### src/rtl/vma_diag_reader.sv
// Diagnostic EBUS reader: walks DIAG[4:6] through all eight VMA readback selects and de-interleaves a snapshot.
// Latency: start at cycle T -> done at T+8*SETTLE_CYCLES+1; start while busy or in DONE is dropped (no queuing).
// Optional VMA_DIAG_CHECK_EN adds check_err, a consistency check of the match/zero flags against the captured fields.
module vma_diag_reader #(
    parameter int SETTLE_CYCLES = 2
) (
    input  logic         clk,
    input  logic         reset_n,
    input  logic         start,
    output logic [2:0]   diag_sel,
    output logic         read_func,
    input  logic [0:35]  ebus_data,
    input  logic         ebus_driving,
    output logic         busy,
    output logic         done,
    output logic         drv_err,
    output logic [13:35] pc,
    output logic [13:35] held,
    output logic [13:35] adr_brk,
    output logic [13:35] vma,
    output logic [13:17] prev_sec,
    output logic         n_misc0,
    output logic         n_ac_ref,
    output logic         n_local_ac,
    output logic         n_match,
    output logic         n_vma_s0,
    output logic         n_pc_s0,
    output logic         n_pcs_s0
`ifdef VMA_DIAG_CHECK_EN
    ,
    output logic         check_err
`endif
);

    localparam int CW = (SETTLE_CYCLES > 1) ? $clog2(SETTLE_CYCLES) : 1;
    localparam logic [CW-1:0] RELOAD = CW'(SETTLE_CYCLES - 1);

    typedef enum logic [1:0] {IDLE, SCAN, DONE} state_t;

    state_t         state;
    logic [CW-1:0]  cnt;

    logic [1:0]     j;
    logic [13:35]   base;
    logic [13:35]   msk;
    logic [13:35]   sp_a;
    logic [13:35]   sp_b;
    logic           unused_ebus;

    // Each field nibble g..g+3 takes bit j = 3 - (sel mod 4); bits 13..15 only exist for j<3.
    always_comb begin
        j    = ~diag_sel[1:0];
        base = (diag_sel[1:0] == 2'd0) ? 23'h088888 : 23'h488888;
        msk  = base >> j;
        sp_a = {ebus_data[13], 2'b0, ebus_data[17], 3'b0, ebus_data[21], 3'b0,
                ebus_data[25], 3'b0, ebus_data[29], 3'b0, ebus_data[33], 3'b0} >> j;
        sp_b = {ebus_data[15], 2'b0, ebus_data[19], 3'b0, ebus_data[23], 3'b0,
                ebus_data[27], 3'b0, ebus_data[31], 3'b0, ebus_data[35], 3'b0} >> j;
    end

    assign unused_ebus = ^{ebus_data[0:10], ebus_data[12], ebus_data[14], ebus_data[16],
                           ebus_data[18], ebus_data[20], ebus_data[22], ebus_data[24],
                           ebus_data[26], ebus_data[28], ebus_data[30], ebus_data[32],
                           ebus_data[34]};

    always_ff @(posedge clk or negedge reset_n) begin
        if (!reset_n) begin
            state      <= IDLE;
            cnt        <= '0;
            diag_sel   <= '0;
            read_func  <= 1'b0;
            busy       <= 1'b0;
            done       <= 1'b0;
            drv_err    <= 1'b0;
            pc         <= '0;
            held       <= '0;
            adr_brk    <= '0;
            vma        <= '0;
            prev_sec   <= '0;
            n_misc0    <= 1'b0;
            n_ac_ref   <= 1'b0;
            n_local_ac <= 1'b0;
            n_match    <= 1'b0;
            n_vma_s0   <= 1'b0;
            n_pc_s0    <= 1'b0;
            n_pcs_s0   <= 1'b0;
`ifdef VMA_DIAG_CHECK_EN
            check_err  <= 1'b0;
`endif
        end else begin
            done <= 1'b0;
            case (state)
                IDLE: begin
                    if (start) begin
                        state     <= SCAN;
                        diag_sel  <= '0;
                        cnt       <= RELOAD;
                        drv_err   <= 1'b0;
                        read_func <= 1'b1;
                        busy      <= 1'b1;
`ifdef VMA_DIAG_CHECK_EN
                        check_err <= 1'b0;
`endif
                    end
                end
                SCAN: begin
                    if (cnt != '0) begin
                        cnt <= cnt - 1'b1;
                    end else begin
                        if (diag_sel[2]) begin
                            pc      <= (pc & ~msk) | (sp_a & msk);
                            adr_brk <= (adr_brk & ~msk) | (sp_b & msk);
                        end else begin
                            held    <= (held & ~msk) | (sp_a & msk);
                            vma     <= (vma & ~msk) | (sp_b & msk);
                        end
                        case (diag_sel)
                            3'd7: n_vma_s0 <= ebus_data[11];
                            3'd6: n_pc_s0  <= ebus_data[11];
                            3'd5: n_pcs_s0 <= ebus_data[11];
                            3'd4: begin
                                n_misc0      <= ebus_data[13];
                                n_local_ac   <= ebus_data[15];
                                prev_sec[13] <= ebus_data[11];
                            end
                            3'd3: prev_sec[14] <= ebus_data[11];
                            3'd2: prev_sec[15] <= ebus_data[11];
                            3'd1: prev_sec[16] <= ebus_data[11];
                            default: begin
                                n_ac_ref     <= ebus_data[13];
                                n_match      <= ebus_data[15];
                                prev_sec[17] <= ebus_data[11];
                            end
                        endcase
                        if (!ebus_driving) drv_err <= 1'b1;
                        if (diag_sel == 3'd7) begin
                            state     <= DONE;
                            done      <= 1'b1;
                            read_func <= 1'b0;
                            busy      <= 1'b0;
                        end else begin
                            diag_sel <= diag_sel + 3'd1;
                            cnt      <= RELOAD;
                        end
                    end
                end
                DONE: begin
                    state    <= IDLE;
                    diag_sel <= '0;
`ifdef VMA_DIAG_CHECK_EN
                    check_err <= (n_match != (adr_brk != vma)) ||
                                 (n_vma_s0 != (vma[13:16] != 4'd0));
`endif
                end
                default: state <= IDLE;
            endcase
        end
    end

endmodule

### config.mk
export PLATFORM = sky130hd
export DESIGN_NAME = vma_diag_reader
export DESIGN_NICKNAME = d
export VERILOG_FILES = /design/src/rtl/vma_diag_reader.sv
export SDC_FILE = /design/constraint.sdc
export NUM_CORES = 1
export LEC_CHECK = 0
export ABC_AREA = 0
export CORE_UTILIZATION = 41
export CTS_CLUSTER_SIZE = 14
export DETAILED_ROUTE_END_ITERATION = 8
export PLACE_DENSITY_LB_ADDON = 0.3
export SYNTH_ARGS = -nofsm -noshare
export SYNTH_HDL_FRONTEND = slang
export SYNTH_SLANG_ARGS = --single-unit
### constraint.sdc
create_clock -name clk -period 5.63 [get_ports clk]
set_input_delay 1.126 -clock clk [delete_from_list [all_inputs] [get_ports clk]]
set_output_delay 1.126 -clock clk [all_outputs]
set_load 0.01 [all_outputs]
==> impl_metrics.xml <==
<?xml version="1.0" encoding="UTF-8"?>
<metrics>
  <group name="timing">
    <metric name="setup_slack" unit="ps">2700</metric>
    <metric name="post-route-min-period" unit="ps">2930</metric>
    <metric name="finalSetupViolCount" unit="">0</metric>
    <metric name="timing.hold.ws" unit="ps">500</metric>
    <metric name="clock-skew-final" unit="ps">6.75</metric>
    <metric name="finalHoldViolCount" unit="">0</metric>
    <metric name="min_period_over_period" unit="%">52.0</metric>
    <metric name="maxClockFrequency" unit="MHz">342</metric>
    <metric name="tightestPinTransition" unit="ps">928</metric>
    <metric name="fin_setup_tns" unit="ps">0</metric>
    <metric name="slew_viol_final" unit="">0</metric>
    <metric name="rsz0062_at_grt" unit="">false</metric>
    <metric name="slew_headroom" unit="%">38.0</metric>
  </group>
  <group name="final_layout">
    <metric name="finalNetCount" unit="">508</metric>
    <metric name="final_layout_size_suffix_gt1_share" unit="%">30.2</metric>
    <metric name="final_cell_count_no_fill" unit="">614</metric>
    <metric name="final.fill_count" unit="">910</metric>
    <metric name="area.growth.synth_to_final" unit="%">42.4</metric>
    <metric name="antenna_cells" unit="">0</metric>
    <metric name="layout.cell_area.non_filler" unit="um2">6750</metric>
  </group>
  <group name="placed_design">
    <metric name="dpl.cell_count" unit="">583</metric>
    <metric name="placed_cell_area" unit="um2">6120</metric>
    <metric name="dp_hpwl" unit="mm">7.96</metric>
    <metric name="dpl_worst_slack" unit="ps">3130</metric>
    <metric name="io_buffer_count" unit="">127</metric>
    <metric name="place.gp.congestion" unit="">0.760</metric>
  </group>
  <group name="worst_setup_path">
    <metric name="critical_path_peak_fanout" unit="">19</metric>
    <metric name="max_stage_delay" unit="ps">740</metric>
    <metric name="timing.critical_path.cells" unit="">clkdlybuf4s50_1</metric>
    <metric name="cp.required" unit="ps">4500</metric>
    <metric name="worst-endpoint-arrival" unit="ps">1800</metric>
    <metric name="cp_num_buf_inv" unit="">1</metric>
    <metric name="setup.worst_path.class" unit="">flop to output port</metric>
    <metric name="critical-path-top-delay-family" unit="">flip-flops</metric>
    <metric name="worstSetupStartpointType" unit="">flop</metric>
    <metric name="critical_path.slowest_cell" unit="">dfrtp_1</metric>
    <metric name="end_kind" unit="">output port</metric>
  </group>
  <group name="outcome">
    <metric name="outcome" unit="">completed</metric>
  </group>
  <group name="route">
    <metric name="detailroute.via_count" unit="">3119</metric>
    <metric name="postRouteWirelength" unit="mm">11.6</metric>
    <metric name="route.antenna.remaining_nets" unit="">0</metric>
    <metric name="drt-vias-per-instance" unit="">5.08</metric>
    <metric name="drt_iter0_drc" unit="">127</metric>
    <metric name="routed_wire_length_per_instance" unit="um">18.9</metric>
    <metric name="drt_pass1_iterations" unit="">4</metric>
    <metric name="drt_drc_violations_left" unit="">0</metric>
  </group>
  <group name="global_route">
    <metric name="grt_max_degree" unit="">60</metric>
    <metric name="grt_first_pass_wirelength" unit="mm">18.1</metric>
    <metric name="grt_antenna_before_repair" unit="">0</metric>
    <metric name="global_route.overflow_total" unit="">0</metric>
    <metric name="number_of_global_route_vias_before_repair" unit="">3332</metric>
    <metric name="global_route.usage.total" unit="%">20.9</metric>
  </group>
  <group name="clock_network">
    <metric name="clk_latency" unit="ps">400</metric>
    <metric name="cts_max_path_buffers" unit="">2</metric>
    <metric name="post_cts_hold_buffer_count" unit="">0</metric>
    <metric name="cts_resized" unit="">0</metric>
    <metric name="h-tree-depth" unit="">4</metric>
    <metric name="count_of_clock_tree_sinks" unit="">113</metric>
    <metric name="cts.clk_slew.worst_paths" unit="ps">50</metric>
    <metric name="total_cts_buffers" unit="">17</metric>
    <metric name="tritoncts" unit="">yes</metric>
    <metric name="cts.root.buffer_cell" unit="">clkbuf_16</metric>
    <metric name="post-cts-setup-buffers" unit="">0</metric>
  </group>
  <group name="die">
    <metric name="fp-row-count" unit="">38</metric>
    <metric name="coreArea" unit="um2">11000</metric>
    <metric name="fp.dieArea" unit="um2">12000</metric>
    <metric name="start_util" unit="%">43.0</metric>
    <metric name="ioPinCount" unit="">151</metric>
    <metric name="floorplan.die.height" unit="um">110</metric>
    <metric name="dieWidth" unit="um">110</metric>
  </group>
  <group name="worst_hold_path">
    <metric name="timing.hold.worst.class" unit="">flop to flop</metric>
  </group>
  <group name="power_and_ir_drop">
    <metric name="peakVddDrop" unit="mV">0.274</metric>
    <metric name="p_leak" unit="nW">3.16</metric>
    <metric name="power.density_cell_area" unit="nW/um2">589</metric>
  </group>
  <group name="synth">
    <metric name="netlist_instances" unit="">330</metric>
    <metric name="netlist-cell-type-count" unit="">26</metric>
    <metric name="synth_seq_cells" unit="">113</metric>
    <metric name="synth.net_count" unit="">376</metric>
    <metric name="synthesis.area" unit="um2">4740</metric>
    <metric name="synth-warning-count" unit="">0</metric>
    <metric name="syn_area_per_cell" unit="um2">14.4</metric>
    <metric name="ys_seq_area_share" unit="%">59.7</metric>
  </group>
  <group name="run">
    <metric name="cap_viol_max_count" unit="">0</metric>
  </group>
</metrics>
final cells by class:
class	instances	area (um2)	share of cell area [%]
multi-input cells	194	1810	26.8
well taps	140	175	2.60
inverters	6	22.5	0.334
repair buffers	130	1290	19.1
flip-flops and latches	113	2830	41.9
clock inverters	11	160	2.37
clock buffers	20	467	6.92
power breakdown:
group,leakage [nW],internal (mW),switching [mW]
logic,1.36,0.894,0.620
registers,1.49,1.11,0.229
clock network,0.307,0.768,0.349
layer usage:
layer	GRT usage [%]	vias up	part of all wire, %
met4	6.57	0	0.86
li1	-	1420	-
met5	0	-	0
met2	33.6	91	50
met1	26.6	1600	44
met3	7.29	8	5.3
placed cells by master, fill, tap and decap left out:
cell	count
buf_4	4
clkbuf_8	3
inv_1	6
dfrtp_1	113
and2_1	35
nor2_1	5
clkdlybuf4s50_1	126
nor2b_1	3
mux2_1	4
and3_1	13
nor4_2	2
clkinvlp_4	2
clkbuf_16	17
bufinv_16	4
nor4b_4	1
mux2_2	101
a2111oi_0	1
nor4b_2	1
nor2_2	1
nor3_1	1
ha_1	6
nand4_1	3
o21ba_2	1
a21oi_1	2
a21bo_2	1
nand2_1	5
o21ai_0	3
a22o_1	4
clkinv_2	5
a311oi_1	1
cell families after synthesis:
family | synth area share (%)
AO/OA/AOI/OAI | 2.06
adder cells (fa/ha/maj) | 1.58
buffers and inverters | 2.22
flip-flops | 59.7
multiplexers | 25.0
AND/OR/NAND/NOR | 9.51
final timing paths:
path                                              start                          to  slack, ps  cells past startpoint
worst max-delay path            diag_sel[1]$_DFFE_PN0P_                 diag_sel[1]       2700                      1
worst min-delay path                               flop                        flop        500                      1
worst max register to register  diag_sel[0]$_DFFE_PN0P_    prev_sec[17]$_DFFE_PN0P_       3150                      5
worst min register to register                     flop                        flop        500                      1
max in group asynchronous                       reset_n  asynchronous set/reset pin       3620                      2
min in group asynchronous                       reset_n  asynchronous set/reset pin        770                      1
metrics by stage:
stage | util, % | power (mW)
floorplan | - | 2.07
global placement | 55.5 | 2.83
detailed placement | 55.5 | 2.88
CTS | 61.2 | 4.02
global route | 61.2 | 4.19
finish | 61.2 | 3.97
cells in the mapped netlist:
| cell | number | area share [%] |
|---|---|---|
| a2111oi_0 | 1 | 0.18 |
| buf_4 | 2 | 0.32 |
| o21ba_2 | 1 | 0.21 |
| dfrtp_1 | 113 | 60 |
| nor3_1 | 1 | 0.11 |
| and3_1 | 13 | 1.7 |
| a311oi_1 | 1 | 0.18 |
| nor4_2 | 2 | 0.53 |
| o21ai_0 | 3 | 0.32 |
| nor4b_2 | 1 | 0.32 |
| a22o_1 | 4 | 0.74 |
| nor2_1 | 5 | 0.40 |
| clkbuf_1 | 6 | 0.48 |
| nand2_1 | 5 | 0.40 |
| a21oi_1 | 2 | 0.21 |
| ha_1 | 6 | 1.6 |
| nor2_2 | 1 | 0.13 |
| a21bo_2 | 1 | 0.21 |
| and2_1 | 35 | 4.6 |
| nor4b_4 | 1 | 0.50 |
| nand4_1 | 3 | 0.40 |
| buf_2 | 9 | 0.95 |
| mux2_1 | 4 | 0.95 |
| mux2_2 | 101 | 24 |
| nor2b_1 | 3 | 0.40 |
| inv_1 | 6 | 0.48 |
No activity file was read; power rests on OpenSTA's default activity.
==> RTL edit 1: new RTL, same flow settings <==
Set the parameter `SETTLE_CYCLES` to 4 (it was 2).
--- a/src/rtl/vma_diag_reader.sv
+++ b/src/rtl/vma_diag_reader.sv
@@ -4,3 +4,3 @@
 module vma_diag_reader #(
-    parameter int SETTLE_CYCLES = 2
+    parameter int SETTLE_CYCLES = 4
 ) (
Behaviour: not the same (a bounded check fails within 4 cycles, from zero or initial values and one cycle with reset_n low).
==> RTL edit 1 against the original RTL <==
  * First-iteration DRC count grew 3.9%
  * Total power down 6.2%
  * Cell area rose by 0.30%
  * Wire length grew 0.37%
  * Fmax is 1.4% higher
  * Register-to-register slack better by 50 ps
  * Worst setup slack improved by 39 ps
  * Sequential cell count grew 1
  * Synthesized area grew 2.2%
  * Die area up 2.2%
  * Final cell count grew 1.6%
  * Hold slack worse by 12 ps
  * Largest cell class unchanged
  * Largest power group unchanged
==> RTL edit 1: results (changes against the original RTL) <==
[grt] global-route wire length before repair 18.8 mm [+3.7%]
[grt] met3 demand-to-capacity share in global routing 0.0612 [-0.0117]
[critical_path] highest cell delay on the worst timing path 690 ps [-50 ps]
[cts] clock-pin slew on the worst setup and hold paths 50 ps [about the same]
[cells_and_area] share of layout cells above drive strength 1 0.195 [-0.106]
[routing] overall routed net length 11.6 mm [+0.37%]
[routing] wire length on met3 507 um [-18%]
[yosys] Synth Instances 337 [+2.1%]
[cts] quantity of gates resized following cts 0 [unchanged]
[yosys] most area-consuming cells after synthesis sky130_fd_sc_hd__dfrtp_1 59%, sky130_fd_sc_hd__mux2_2 13%, sky130_fd_sc_hd__mux2_1 12%, sky130_fd_sc_hd__and2_1 4.5%, sky130_fd_sc_hd__ha_1 1.8%
[run_status] outcome complete, no violations
[yosys] Synth cell types 34 [+31%]
[power_and_ir_drop] largest vdd supply drop 0.000217 V [-21%]
[yosys] syn_nets 384 [+2.1%]
[cts] cell at the root of the clock tree sky130_fd_sc_hd__clkbuf_16
[yosys] synthesized-area fraction occupied by adder cells 0.0181 [+0.00224]
[critical_path] crit path launch diag_sel[0]$_DFFE_PN0P_
[routing] Via-to-Cell Ratio 5.07 [-0.18%]
[routing] wire length on met2 6.01 mm [+4.1%]
[placement] gpl congestion 0.757 [-0.39%]
[power_and_ir_drop] power of the combinational group 0.00138 W [-9%]
[yosys] area fraction in compound gates after synthesis 0.0220 [+0.00136]
[yosys] proportion of synthesized area in mux cells 0.246 [-0.00335]
[grt] number of antenna violations at the first check in global routing 0 [unchanged]
[critical_path] slack of the worst reg-to-reg path 3200 ps [+50 ps]
[cells_and_area] Ant. Diodes 0 [unchanged]
[power_and_ir_drop] sequential group share of total power 0.357 [+0.019]
[sta] transition time of the tightest slew-check pin 992 ps [+64.0 ps]
[routing] length of routed wiring on met1 5.05 mm [-0.81%]
[cells_and_area] nets@finish 516 [+1.6%]
[grt] vias in the first global route 3409 [+2.3%]
[critical_path] number of cells traversed by the worst register-to-register path 4 [-1]
[critical_path] Max Fanout on Critical Path 21 [+2]
[sta] Hold WS 488 ps [-11.9 ps]
[placement] DPL Wire Length 8.20 mm [+3.0%]
[yosys] commonest cells in the synthesized netlist 114 x sky130_fd_sc_hd__dfrtp_1, 55 x sky130_fd_sc_hd__mux2_2, 50 x sky130_fd_sc_hd__mux2_1
[sta] Worst Skew 6.06 ps [-0.691 ps]
[yosys] sequential-to-total area share from yosys stat 0.589 [-0.00778]
[grt] met2 track demand over resource 0.342 [+0.00604]
[critical_path] end of the critical path diag_sel[0]
[placement] number of port buffers 127 [unchanged]
[critical_path] CP arrival 1760 ps [-40 ps]
[routing] number of design-rule violations left by the first detailed-router iteration 132 [+3.9%]
[power_and_ir_drop] leakage component of the power 3.18 nW [+0.71%]
[grt] maximum number of pins on one net before global-route repair 67 [+12%]
[cts] Max Root-Sink Buffers 2 [unchanged]
[power_and_ir_drop] net switching power 0.00111 W [-7.4%]
[grt] GRT Total Usage 0.205 [-0.00440]
-- RTL edit 1: cell types whose count changed after synthesis, moves of 3 or more --
cell	unedited run	this run
sky130_fd_sc_hd__mux2_2	101	55
sky130_fd_sc_hd__nand2_2	0	6
sky130_fd_sc_hd__buf_6	0	5
sky130_fd_sc_hd__nand4_1	3	0
sky130_fd_sc_hd__mux2_1	4	50
sky130_fd_sc_hd__buf_2	9	2
-- RTL edit 1: through the flow --
stage          setup WS, ps  std cells   util  instance area, um^2
6_report               2740        624  0.590                 6770
5_1_grt                2600        624  0.590                 6770
4_1_cts                2690        624  0.590                 6770
3_5_place_dp           2990        593  0.540                 6190
3_3_place_gp           3000        593  0.540                 6190
2_1_floorplan          3630        337      -                 4840
-- RTL edit 1: layout make-up --
type / count / area, um^2
fill: 954 / 4700
sequential: 114 / 2850
multi-input combinational: 202 / 1860
timing repair buffer: 128 / 1280
clock buffer: 27 / 533
tap: 143 / 179
clock inverter: 4 / 45.0
inverter: 6 / 22.5
==> RTL edit 2: new RTL, same settings <==
Made on the original files. The 3 states of `state_t` get a one-hot encoding in 3 bits.
--- a/src/rtl/vma_diag_reader.sv
+++ b/src/rtl/vma_diag_reader.sv
@@ -37,3 +37,3 @@
 
-    typedef enum logic [1:0] {IDLE, SCAN, DONE} state_t;
+    typedef enum logic [2:0] {IDLE = 3'b001, SCAN = 3'b010, DONE = 3'b100} state_t;
 
Function: same outputs for any inputs over 10 cycles, from zero or initial values and one cycle with reset_n low; not proved beyond that.
==> RTL edit 2 against the original RTL <==
  * First-iteration DRC count fell by 15%
  * Synthesized area increased by 1.8%
  * Sequential cell count is 1 higher
  * Fmax up 0.72%
  * Critical path type unchanged
  * Clock skew up 5.9 ps
  * Wire length increased by 1.9%
  * Critical path depth did not move
  * Worst setup slack better by 21 ps
  * Core utilization fell by 2.1 points
  * Cell area is essentially flat
Power is not compared: it rests on default switching activity, and its combinational part moved more than twofold at a synthesized area within 25%.
==> RTL edit 2: results (changes against the original RTL) <==
[power_and_ir_drop] largest vdd supply drop 0.000185 V
[cells_and_area] fill count 961 [+5.6%]
[grt] vias in the first global route 3502 [+5.1%]
[cts] quantity of gates resized following cts 0 [unchanged]
[critical_path] Max Fanout on Critical Path 19 [unchanged]
[routing] First-pass DRT Iterations 4 [unchanged]
[yosys] synthesized-area fraction occupied by xor and xnor cells 0 [unchanged]
[cells_and_area] Ant. Diodes 0 [unchanged]
[yosys] area fraction in compound gates after synthesis 0.0202 [-0.000358]
[critical_path] Slowest-stage cell, CP sky130_fd_sc_hd__dfrtp_1
[power_and_ir_drop] leakage component of the power 2.89 nW
[routing] Avg WL per Cell 19.0 um [+0.59%]
[placement] gpl congestion 0.804 [+5.8%]
[yosys] most area-consuming cells after synthesis sky130_fd_sc_hd__dfrtp_1 59%, sky130_fd_sc_hd__mux2_2 25%, sky130_fd_sc_hd__and2_1 4.5%, sky130_fd_sc_hd__ha_1 1.6%, sky130_fd_sc_hd__and3_1 1.4%
[routing] Via-to-Cell Ratio 5.16 [+1.5%]
[placement] number of port buffers 127 [unchanged]
[placement] DPL Wire Length 8.22 mm [+3.2%]
[yosys] ys async rst share 1.00 [unchanged]
[yosys] Synth cell types 32 [+23%]
[cts] setup fix buffers added after clock tree synthesis 0 [unchanged]
[grt] number of antenna violations at the first check in global routing 0 [unchanged]
[critical_path] dominant delay contributor by cell family on the critical path flip-flops
[sta] worst slew slack as a fraction of its limit 0.312 [-0.0680]
[cts] CTS HTree Levels 4 [unchanged]
[grt] global-route wire length before repair 19.2 mm [+5.8%]
[cts] cell at the root of the clock tree sky130_fd_sc_hd__clkbuf_16
[run_status] outcome complete, no violations
[grt] maximum number of pins on one net before global-route repair 84 [+40%]
[cts] Max Root-Sink Buffers 2 [unchanged]
[yosys] commonest cells in the synthesized netlist 113 x sky130_fd_sc_hd__dfrtp_1, 105 x sky130_fd_sc_hd__mux2_2, 35 x sky130_fd_sc_hd__and2_1
[grt] GRT Total Usage 0.205 [-0.00430]
[yosys] sequential-to-total area share from yosys stat 0.592 [-0.00493]
[critical_path] CP arrival 1780 ps [-20 ps]
[yosys] proportion of synthesized area in mux cells 0.245 [-0.00434]
[yosys] synthesized-area fraction occupied by adder cells 0.0156 [-0.000275]
[routing] number of design-rule violations left by the first detailed-router iteration 108 [-15%]
[cells_and_area] nets@finish 513 [+0.98%]
[sta] Worst Skew 12.6 ps [+5.90 ps]
[yosys] syn_nets 383 [+1.9%]
[cts] Worst-Skew Late Latency 410 ps
[critical_path] highest cell delay on the worst timing path 700 ps [-40 ps]
[min_path] Min-Delay Path Class reg2reg
[cts] clock buffer count from CTS 17 [unchanged]
[cts] clock-pin slew on the worst setup and hold paths 60 ps
[cells_and_area] share of layout cells above drive strength 1 0.296 [-0.00524]
-- RTL edit 2: logic make-up after synthesis --
kind of cell	count (synthesis)
DFF	114
muxes	105
and+or+nand+nor	76
buffers and inverters	23
AOI/OAI and AO/OA	13
adders and majority gates	6
-- RTL edit 2: path summary, 6_finish.rpt --
path / start / to / slack, ps / depth (start not counted)
min in group asynchronous: reset_n / n_pcs_s0$_DFFE_PN0P_ / 900 / 1
hold / removal: register / register / 500 / 1
hold reg to reg: register / register / 500 / 1
max in group asynchronous: reset_n / async pin / 3700 / 2
setup / recovery: diag_sel[0]$_DFFE_PN0P_ / diag_sel[0] / 2720 / 1
setup reg to reg: diag_sel[0]$_DFFE_PN0P_ / register / 3230 / 4
-- RTL edit 2: power by group --
part / switching (W) / internal (W) / total, W
logic: 0.000250 / 0.000340 / 0.000589
registers: 0.000100 / 0.000941 / 0.00104
clock network: 0.000364 / 0.000634 / 0.000997
-- RTL edit 2: routing by layer --
layer | global-route usage | vias up | wire, um
li1 | - | 1440 | -
met1 | 0.240 | 1652 | 4890
met2 | 0.345 | 98 | 5930
met3 | 0.0724 | 18 | 768
met4 | 0.0782 | 0 | 218
met5 | 0 | - | 0
-- RTL edit 2: cell type report --
cell class,count,area share
inverters,6,0.00334
well taps,143,0.0265
repair buffers,128,0.189
flip-flops and latches,114,0.423
multi-input cells,200,0.275
clock buffers,21,0.0697
clock inverters,10,0.0126
-- RTL edit 2: metrics by stage --
step	cell area [um^2]	utilization	setup WS, ps	cells
after detailed placement	6190	0.542	3150	591
after floorplan	4820	-	3650	337
after global placement	6190	0.542	3180	591
after global routing	6750	0.591	2610	622
after CTS	6750	0.591	2700	622
final	6750	0.591	2720	622
